<file path="src/rtl/dest_resolver.sv">
// dest_resolver: assembles the 48-bit destination MAC from ingress beats and resolves it to an egress port.
// Optional build macro DEST_RESOLVER_FLOOD_EN: group-addressed MACs (I/G bit set) flood to all ports.
module dest_resolver #(
    parameter int  DATA_W       = 16,
    parameter int  N_PORTS      = 4,
    parameter int  TABLE_DEPTH  = 8,
    parameter int  DEFAULT_PORT = 0,
    localparam int MAC_BEATS    = 48 / DATA_W,
    localparam int PORT_W       = $clog2(N_PORTS),
    localparam int IDX_W        = (TABLE_DEPTH > 1) ? $clog2(TABLE_DEPTH) : 1
) (
    input  logic               clk,
    input  logic               reset,
    input  logic               in_valid,
    input  logic               in_sof,
    input  logic [DATA_W-1:0]  in_data,
    input  logic               tbl_wr_en,
    input  logic [IDX_W-1:0]   tbl_wr_idx,
    input  logic               tbl_wr_vld,
    input  logic [47:0]        tbl_wr_mac,
    input  logic [PORT_W-1:0]  tbl_wr_port,
    output logic               dest_valid,
    input  logic               dest_ready,
    output logic [PORT_W-1:0]  dest,
    output logic [N_PORTS-1:0] dest_mask,
    output logic               dest_hit,
    output logic               overrun
);
    localparam int CNT_W = 3;
    localparam logic [CNT_W-1:0] LAST_CNT = CNT_W'(MAC_BEATS);

    typedef enum logic [1:0] {IDLE, CAPTURE, LOOKUP, PRESENT} state_t;
    localparam state_t FIRST_STATE = (MAC_BEATS == 1) ? LOOKUP : CAPTURE;

    state_t             state_q;
    logic [CNT_W-1:0]   cnt_q;
    logic [47:0]        mac_q;
    logic               dest_valid_q;
    logic [PORT_W-1:0]  dest_q;
    logic [N_PORTS-1:0] dest_mask_q;
    logic               dest_hit_q;
    logic               overrun_q;

    logic               start;
    logic [47:0]        mac_shift;
    logic [CNT_W-1:0]   cnt_inc;
    logic               wr_ok;

    assign start   = in_valid && in_sof;
    assign cnt_inc = in_sof ? CNT_W'(1) : cnt_q + CNT_W'(1);
    assign wr_ok   = tbl_wr_en && ({1'b0, tbl_wr_idx} < (IDX_W+1)'(TABLE_DEPTH));

    // A single-beat MAC has no history to keep, so the shift degenerates to a load.
    generate
        if (MAC_BEATS == 1) begin : g_single
            assign mac_shift = in_data;
        end else begin : g_multi
            assign mac_shift = {mac_q[47-DATA_W:0], in_data};
        end
    endgenerate

    // Match table: one register set per entry; only the valid bit needs clearing on reset.
    logic [TABLE_DEPTH-1:0] match;
    logic [PORT_W-1:0]      ent_port [TABLE_DEPTH];

    for (genvar gi = 0; gi < TABLE_DEPTH; gi++) begin : g_entry
        logic              vld_q;
        logic [47:0]       mac_e_q;
        logic [PORT_W-1:0] port_q;
        logic              sel;

        assign sel = wr_ok && (tbl_wr_idx == IDX_W'(gi));

        always_ff @(posedge clk) begin
            if (reset) begin
                vld_q <= 1'b0;
            end else if (sel) begin
                vld_q <= tbl_wr_vld;
            end
        end

        always_ff @(posedge clk) begin
            if (sel) begin
                mac_e_q <= tbl_wr_mac;
                port_q  <= tbl_wr_port;
            end
        end

        assign match[gi]    = vld_q && (mac_e_q == mac_q);
        assign ent_port[gi] = port_q;
    end

    logic [PORT_W-1:0]  port_d;
    logic               hit_d;
    logic [N_PORTS-1:0] mask_d;

    // Scan from the top down so the lowest matching index is the one left standing.
    always_comb begin
        hit_d  = 1'b0;
        port_d = PORT_W'(DEFAULT_PORT);
        for (int i = TABLE_DEPTH - 1; i >= 0; i--) begin
            if (match[i]) begin
                hit_d  = 1'b1;
                port_d = ent_port[i];
            end
        end
        mask_d = N_PORTS'(1) << port_d;
`ifdef DEST_RESOLVER_FLOOD_EN
        if (mac_q[40]) begin
            hit_d  = 1'b0;
            port_d = PORT_W'(DEFAULT_PORT);
            mask_d = '1;
        end
`endif
    end

    always_ff @(posedge clk) begin
        if (reset) begin
            state_q      <= IDLE;
            cnt_q        <= '0;
            mac_q        <= '0;
            dest_valid_q <= 1'b0;
            dest_q       <= '0;
            dest_mask_q  <= '0;
            dest_hit_q   <= 1'b0;
            overrun_q    <= 1'b0;
        end else begin
            case (state_q)
                IDLE: begin
                    if (start) begin
                        mac_q   <= mac_shift;
                        cnt_q   <= CNT_W'(1);
                        state_q <= FIRST_STATE;
                    end
                end
                CAPTURE: begin
                    if (in_valid) begin
                        mac_q <= mac_shift;
                        cnt_q <= cnt_inc;
                        if (cnt_inc == LAST_CNT) begin
                            state_q <= LOOKUP;
                        end
                    end
                end
                LOOKUP: begin
                    dest_q       <= port_d;
                    dest_mask_q  <= mask_d;
                    dest_hit_q   <= hit_d;
                    dest_valid_q <= 1'b1;
                    state_q      <= PRESENT;
                    if (start) begin
                        overrun_q <= 1'b1;
                    end
                end
                PRESENT: begin
                    if (dest_ready) begin
                        dest_valid_q <= 1'b0;
                        state_q      <= IDLE;
                        if (start) begin
                            mac_q   <= mac_shift;
                            cnt_q   <= CNT_W'(1);
                            state_q <= FIRST_STATE;
                        end
                    end else if (start) begin
                        overrun_q <= 1'b1;
                    end
                end
                default: state_q <= IDLE;
            endcase
        end
    end

    assign dest_valid = dest_valid_q;
    assign dest       = dest_q;
    assign dest_mask  = dest_mask_q;
    assign dest_hit   = dest_hit_q;
    assign overrun    = overrun_q;

endmodule
</file>
<file path="config.mk">
export PLATFORM = sky130hd
export DESIGN_NAME = dest_resolver
export DESIGN_NICKNAME = d
export VERILOG_FILES = /design/src/rtl/dest_resolver.sv
export SDC_FILE = /design/constraint.sdc
export NUM_CORES = 1
export LEC_CHECK = 0
export BUFFER_PORTS_ARGS = -buffer_cell sky130_fd_sc_hd__buf_2
export CORE_UTILIZATION = 25
export CTS_CLUSTER_DIAMETER = 60
export DETAILED_ROUTE_END_ITERATION = 6
export SLEW_MARGIN = 20
export SYNTH_ARGS = -nofsm -noshare
export SYNTH_HDL_FRONTEND = slang
export SYNTH_SLANG_ARGS = --single-unit
export TNS_END_PERCENT = 1
</file>
<file path="constraint.sdc">
create_clock -name clk -period 5.65 [get_ports clk]
set_input_delay 0.2825 -clock clk [delete_from_list [all_inputs] [get_ports clk]]
set_output_delay 0.2825 -clock clk [all_outputs]
set_load 0.02 [all_outputs]
</file>
==> flow_summary.ini, run 1 <==
[die]
die_area_mm2 = 0.0795
std_cell_rows = 102
die_h_um = 282
coreArea_mm2 = 0.0775
io_pins = 85
die_w_um = 282
start_util = 0.253

[worst_setup_path]
worst-path-max-fanout = 11
r2r-start = mac_q[25]
required_ps = 6180
cp_data_arrival_time_ps = 5030
worstSetupStartpointType = flop
worstSetupStartpoint = mac_q[25]
cp-end-kind = flop
worstSetupPathType = reg2reg
reg2reg_slack_ps = 1150

[power_and_ir_drop]
p_per_area_mw_per_mm2 = 352
ir_drop_mv = 0.234
leakage_uw = 0.00767
total_power_uw = 8190

[routing]
via_per_inst = 4.67
drtIter0Drc = 1242
drc = 0
drtPass1Iterations = 5
wl_um = 66200
num_vias = 12200
antenna_left = 0
wire_per_inst_um = 25.4

[min_path]
min_from = tbl_wr_mac[32]
hold_class = in2reg

[synthesis]
synth_edf_count = 400
syn_nets = 1483
synth_area_per_cell_um2 = 14.0
yosysUniqueCellTypes = 58
synth-seq-cells = 470
async_reset_ff_frac = 0
netlist_area_mm2 = 0.0196
syn-instance-count = 1402
ys.flop_type = edfxtp_1
yosys_warnings = 0
ys_seq_area_frac = 0.685

[timing]
rsz0062_at_grt = no
setup_violations = 0
period_share = 0.797
fmax_mhz = 222
timing.final.max_slew_violations = 0
period_minus_slack_ps = 4500
fin_ws_ps = 1150
fin_setup_tns_ps = 0
tightest_slew_ps = 1100
finalHoldViolCount = 0
fin_skew_ps = 30.0
maxSlewHeadroom = 0.265

[layout]
syn_to_final_growth_pct = 18.7
layout.nets = 1601
final_cell_area_mm2 = 0.0233
drive_above_1_share = 0.125
finalNonFillerCells = 2603

[clock_network]
numCtsBuffers = 50
cts_root_buffer = clkbuf_16
cts_tree = done
htreeDepth = 2
cts.sinks = 470
postCtsSetupBuffers = 0
clk_pin_slew_ps = 60
clk_latency_ps = 620
clockBufferDepth = 3

[run]
drv_cap = 0

[global_route]
grt_pass1_vias = 11900
antenna_found_initial = 9
grt_overflow = 0
grt_max_degree = 69
grt_usage = 0.165
grt_pass1_wl_um = 91500

[outcome]
run_status = complete, no violations

[placed_design]
port_buffers = 84
post_dp_cell_area_mm2 = 0.0212
pre_cts_ws_ps = 1190
dp.cells = 2473
hpwl_um = 45200
gp_congestion = 0.948
==> cell usage after synthesis, drive strengths merged (6+ instances only) <==
cell type,n,area (um2)
xor2,179,1580
nor2b,17,106
or4,8,63.8
nor4,52,332
edfxtp,400,12000
nand2,125,469
clkbuf,58,218
nand4,48,300
inv,33,124
nand3,12,60.1
a21oi,65,325
o21ai,12,60.1
buf,12,73.8
nor3,15,75.1
nand2b,15,93.8
dfxtp,70,1400
xnor2,173,1520
o2111ai,6,52.6
nor2,36,135
==> power breakdown <==
group	total [uW]	switching, uW	internal (uW)
clock network	3330	1420	1910
registers	4080	167	3910
logic	783	523	260
total	8190	2110	6080
==> cell usage in the layout, fill, tap and decap left out, drive strengths merged, types with 15 or more instances in the layout <==
cell type      n
a21oi         65
buf          102
clkbuf        71
clkinv        15
dfxtp         70
dlygate4sd3   35
edfxtp       400
inv           34
nand2        125
nand2b        15
nand4         48
nor2          36
nor2b         17
nor3          15
nor4          52
xnor2        173
xor2         179
==> final cells by class <==
class / instances / area [um2]
Fill cell: 7793 / 54200
Sequential cell: 470 / 13400
Multi-Input combinational cell: 828 / 5820
Clock buffer: 71 / 1420
Tap cell: 1040 / 1300
Timing Repair Buffer: 137 / 906
Clock inverter: 22 / 259
Inverter: 33 / 124
Antenna cell: 2 / 5.00
==> final timing paths <==
| kind | to | depth (start not counted) |
|---|---|---|
| min reg2reg | overrun | 2 |
| max reg2reg | dest[1] | 9 |
| min | g_entry[6].mac_e_q[32] | 1 |
| max | dest[1] | 9 |
==> what timing repair did <==
item,in CTS,in global routing
gates resized for setup,0,0
endpoints found under the hold margin,159,0
hold buffers,35,0
==> stage by stage <==
step | util | hold slack (ps)
4_1_cts | 0.300 | 0.577
2_1_floorplan | - | 381
3_3_place_gp | 0.274 | 430
5_1_grt | 0.300 | 1.93
6_report | 0.300 | 17.6
3_5_place_dp | 0.274 | 461
==> state kept, by name, indices dropped and copies added (netlist names) <==
register / cells
g_entry.vld_q: 8
g_entry.port_q: 16
dest_mask: 4
state_q: 2
overrun: 1
g_entry.mac_e_q: 384
dest_valid: 1
mac_q: 48
cnt_q: 3
dest: 2
dest_hit: 1
==> logic make-up after synthesis <==
logic type,after synthesis,synth area share
multiplexers,3,0.00153
XOR/XNOR,352,0.158
AO/OA/AOI/OAI,125,0.0411
buffers and inverters,104,0.0218
flip-flops,470,0.685
adder cells (fa/ha/maj),5,0.00319
AND/OR/NAND/NOR,343,0.0897
==> critical path, stage by stage (launching register included) <==
cell	delay, ps
dfxtp_1	780
xnor2_1	190
nand4_1	270
nor4_1	720
nand4_1	370
or4_1	650
o311a_1	320
o311a_1	300
a311oi_1	610
o21ba_1	230
==> layer usage <==
metal / track usage / up-vias / routed length [um]
li1: - / 5288 / -
met1: 0.216 / 6170 / 27200
met2: 0.261 / 583 / 30400
met3: 0.0438 / 103 / 6170
met4: 0.0617 / 12 / 2340
met5: 0 / - / 80
Power figures use the tool's default switching activity.
==> inputs of run 2 (changes only) <==
- clock period: 5.65 -> 3.94 ns (I/O delays scaled with it)
==> flow_summary.ini, run 2 (synthesized netlist as in run 1, its figures left out) <==
[die]
io_pins = 85
die_h_um = 282
std_cell_rows = 102
die_w_um = 282
die_area_mm2 = 0.0795
coreArea_mm2 = 0.0775
start_util = 0.253

[global_route]
grt_pass1_wl_um = 92400
grt_usage = 0.164
grt_pass1_vias = 12300
grt_overflow = 0
antenna_found_initial = 1
grt_max_degree = 52

[power_and_ir_drop]
swShare = 0.259
clock_power_share = 0.400
ir_drop_mv = 0.281
comb_power_share = 0.112
p_sw_uw = 3050
leakage_uw = 0.00825
power.internal_uw = 8730
p_per_area_mw_per_mm2 = 487
pwr-share-seq = 0.488

[routing]
num_vias = 12500
antenna_left = 0
drtIter0Drc = 1396
via_per_inst = 4.60
drtPass1Iterations = 7
drc = 0
wire_per_inst_um = 24.0
wl_um = 65300

[clock_network]
cts_tree = done
numCtsBuffers = 51
clk_pin_slew_ps = 60
clockBufferDepth = 3
cts_root_buffer = clkbuf_16
htreeDepth = 2
clk_latency_ps = 620
cts.sinks = 470

[worst_setup_path]
rr_endpoint = dest_mask[0]
worstSetupPathType = reg2reg
ff2ff_path_depth = 10
required_ps = 4380
cp_data_arrival_time_ps = 4270
worstSetupStartpointType = flop
r2r-start = mac_q[32]
cp-end-kind = flop
reg2reg_slack_ps = 110
worst-path-max-fanout = 10

[timing]
maxSlewHeadroom = 0.319
timing.final.max_slew_violations = 0
fmax_mhz = 261
fin_skew_ps = 33.1
period_share = 0.973
finalHoldViolCount = 0
rsz0062_at_grt = no
period_minus_slack_ps = 3830
fin_ws_ps = 108
fin_setup_tns_ps = 0
setup_violations = 0
tightest_slew_ps = 1020

[min_path]
whs_path_depth = 1
hold_class = in2reg
min_from = tbl_wr_mac[38]
hold_end = g_entry[6].mac_e_q[38]

[placed_design]
hpwl_um = 46500
port_buffers = 84
pre_cts_ws_ps = -80.5
gp_congestion = 0.912
post_dp_cell_area_mm2 = 0.0218

[layout]
layout.nets = 1713
drive_above_1_share = 0.168
largest_reg_flops = 384
fillCellCount = 7730
final_cell_area_mm2 = 0.0242
syn_to_final_growth_pct = 23.6
top_regs = g_entry.mac_e_q: 384 flops, mac_q: 48 flops, g_entry.port_q: 16 flops
post-route-util = 0.313
final_cell_mix = 400 x edfxtp_1, 178 x xor2_1, 172 x xnor2_1
top_register = g_entry.mac_e_q
final_common_cell = edfxtp_1

[outcome]
run_status = complete, no violations

[run]
drv_cap = 0
==> run 2: changes by cell type in the layout (fill, tap and decap cells not counted), moves of 3 or more <==
cell,before,now
clkbuf_1,13,5
clkinv_2,7,18
buf_12,0,3
buf_4,18,91
dlygate4sd3_1,35,69
clkinv_1,4,8
==> run 2: worst max-delay path, cell delays in order (launching register included) <==
cell and delay (ps):
dfxtp_1 670, xnor2_1 180, nand4_1 140, nor4_1 560
nand4_1 320, or4_1 660, o311a_1 330, o311a_1 300
a311oi_1 270, buf_4 180, nor3_1 50
==> run 2: area by class of cell <==
cell class              count  area [um2]  share of cell area
multi-input cells         828        5840               0.241
repair buffers            248        1880              0.0777
flip-flops and latches    470       13400               0.554
clock buffers              62        1390              0.0574
inverters                  33         124             0.00512
well taps                1040        1300              0.0537
diodes                      1        2.50            0.000103
clock inverters            34         263              0.0109
==> run 2: worst max path at each step <==
stage	end	start	cells after the start
5_1_grt	dest_mask[0]	mac_q[32]	10
6_report	dest_mask[0]	mac_q[32]	10
3_3_place_gp	dest_mask[2]	mac_q[11]	9
2_1_floorplan	g_entry[4].vld_q	tbl_wr_en	4
3_5_place_dp	dest_mask[2]	mac_q[11]	11
4_1_cts	dest_mask[0]	mac_q[11]	10
==> run 2: power by group through the flow <==
stage / Sequential [uW] / Combinational [uW] / Clock, uW
5_1_grt: 5770 / 1400 / 4970
4_1_cts: 5750 / 1330 / 4770
2_1_floorplan: 5800 / 673 / 0
3_3_place_gp: 5840 / 1250 / 0
3_5_place_dp: 5850 / 1260 / 0
6_report: 5750 / 1320 / 4720
==> run 2: metal layers <==
| layer | track usage | wire (um) | part of all wire | vias to the layer above |
|---|---|---|---|---|
| met5 | 0 | 0 | 0 | - |
| met1 | 0.225 | 28200 | 0.43 | 6346 |
| met2 | 0.265 | 30400 | 0.47 | 551 |
| met4 | 0.0491 | 1800 | 0.028 | 0 |
| li1 | - | - | - | 5508 |
| met3 | 0.0272 | 4800 | 0.073 | 80 |
==> run 2: per-stage QoR <==
| step | instances | hold slack [ps] | total power, uW |
|---|---|---|---|
| after floorplan | 1402 | 296 | 6480 |
| after global placement | 2549 | 431 | 7090 |
| after detailed placement | 2549 | 435 | 7110 |
| after CTS | 2713 | 6.46 | 11800 |
| after global routing | 2716 | 27.9 | 12100 |
| final | 2716 | 40.8 | 11800 |
==> run 2: repair_timing <==
item / 4_1_cts / 5_1_grt
hold buffers: 68 / 1
resized for setup: 2 / 2
endpoints found under the hold margin: 394 / 6
cloned: 0 / 0
setup buffers: 0 / 0
setup endpoints to repair: 1 / 3
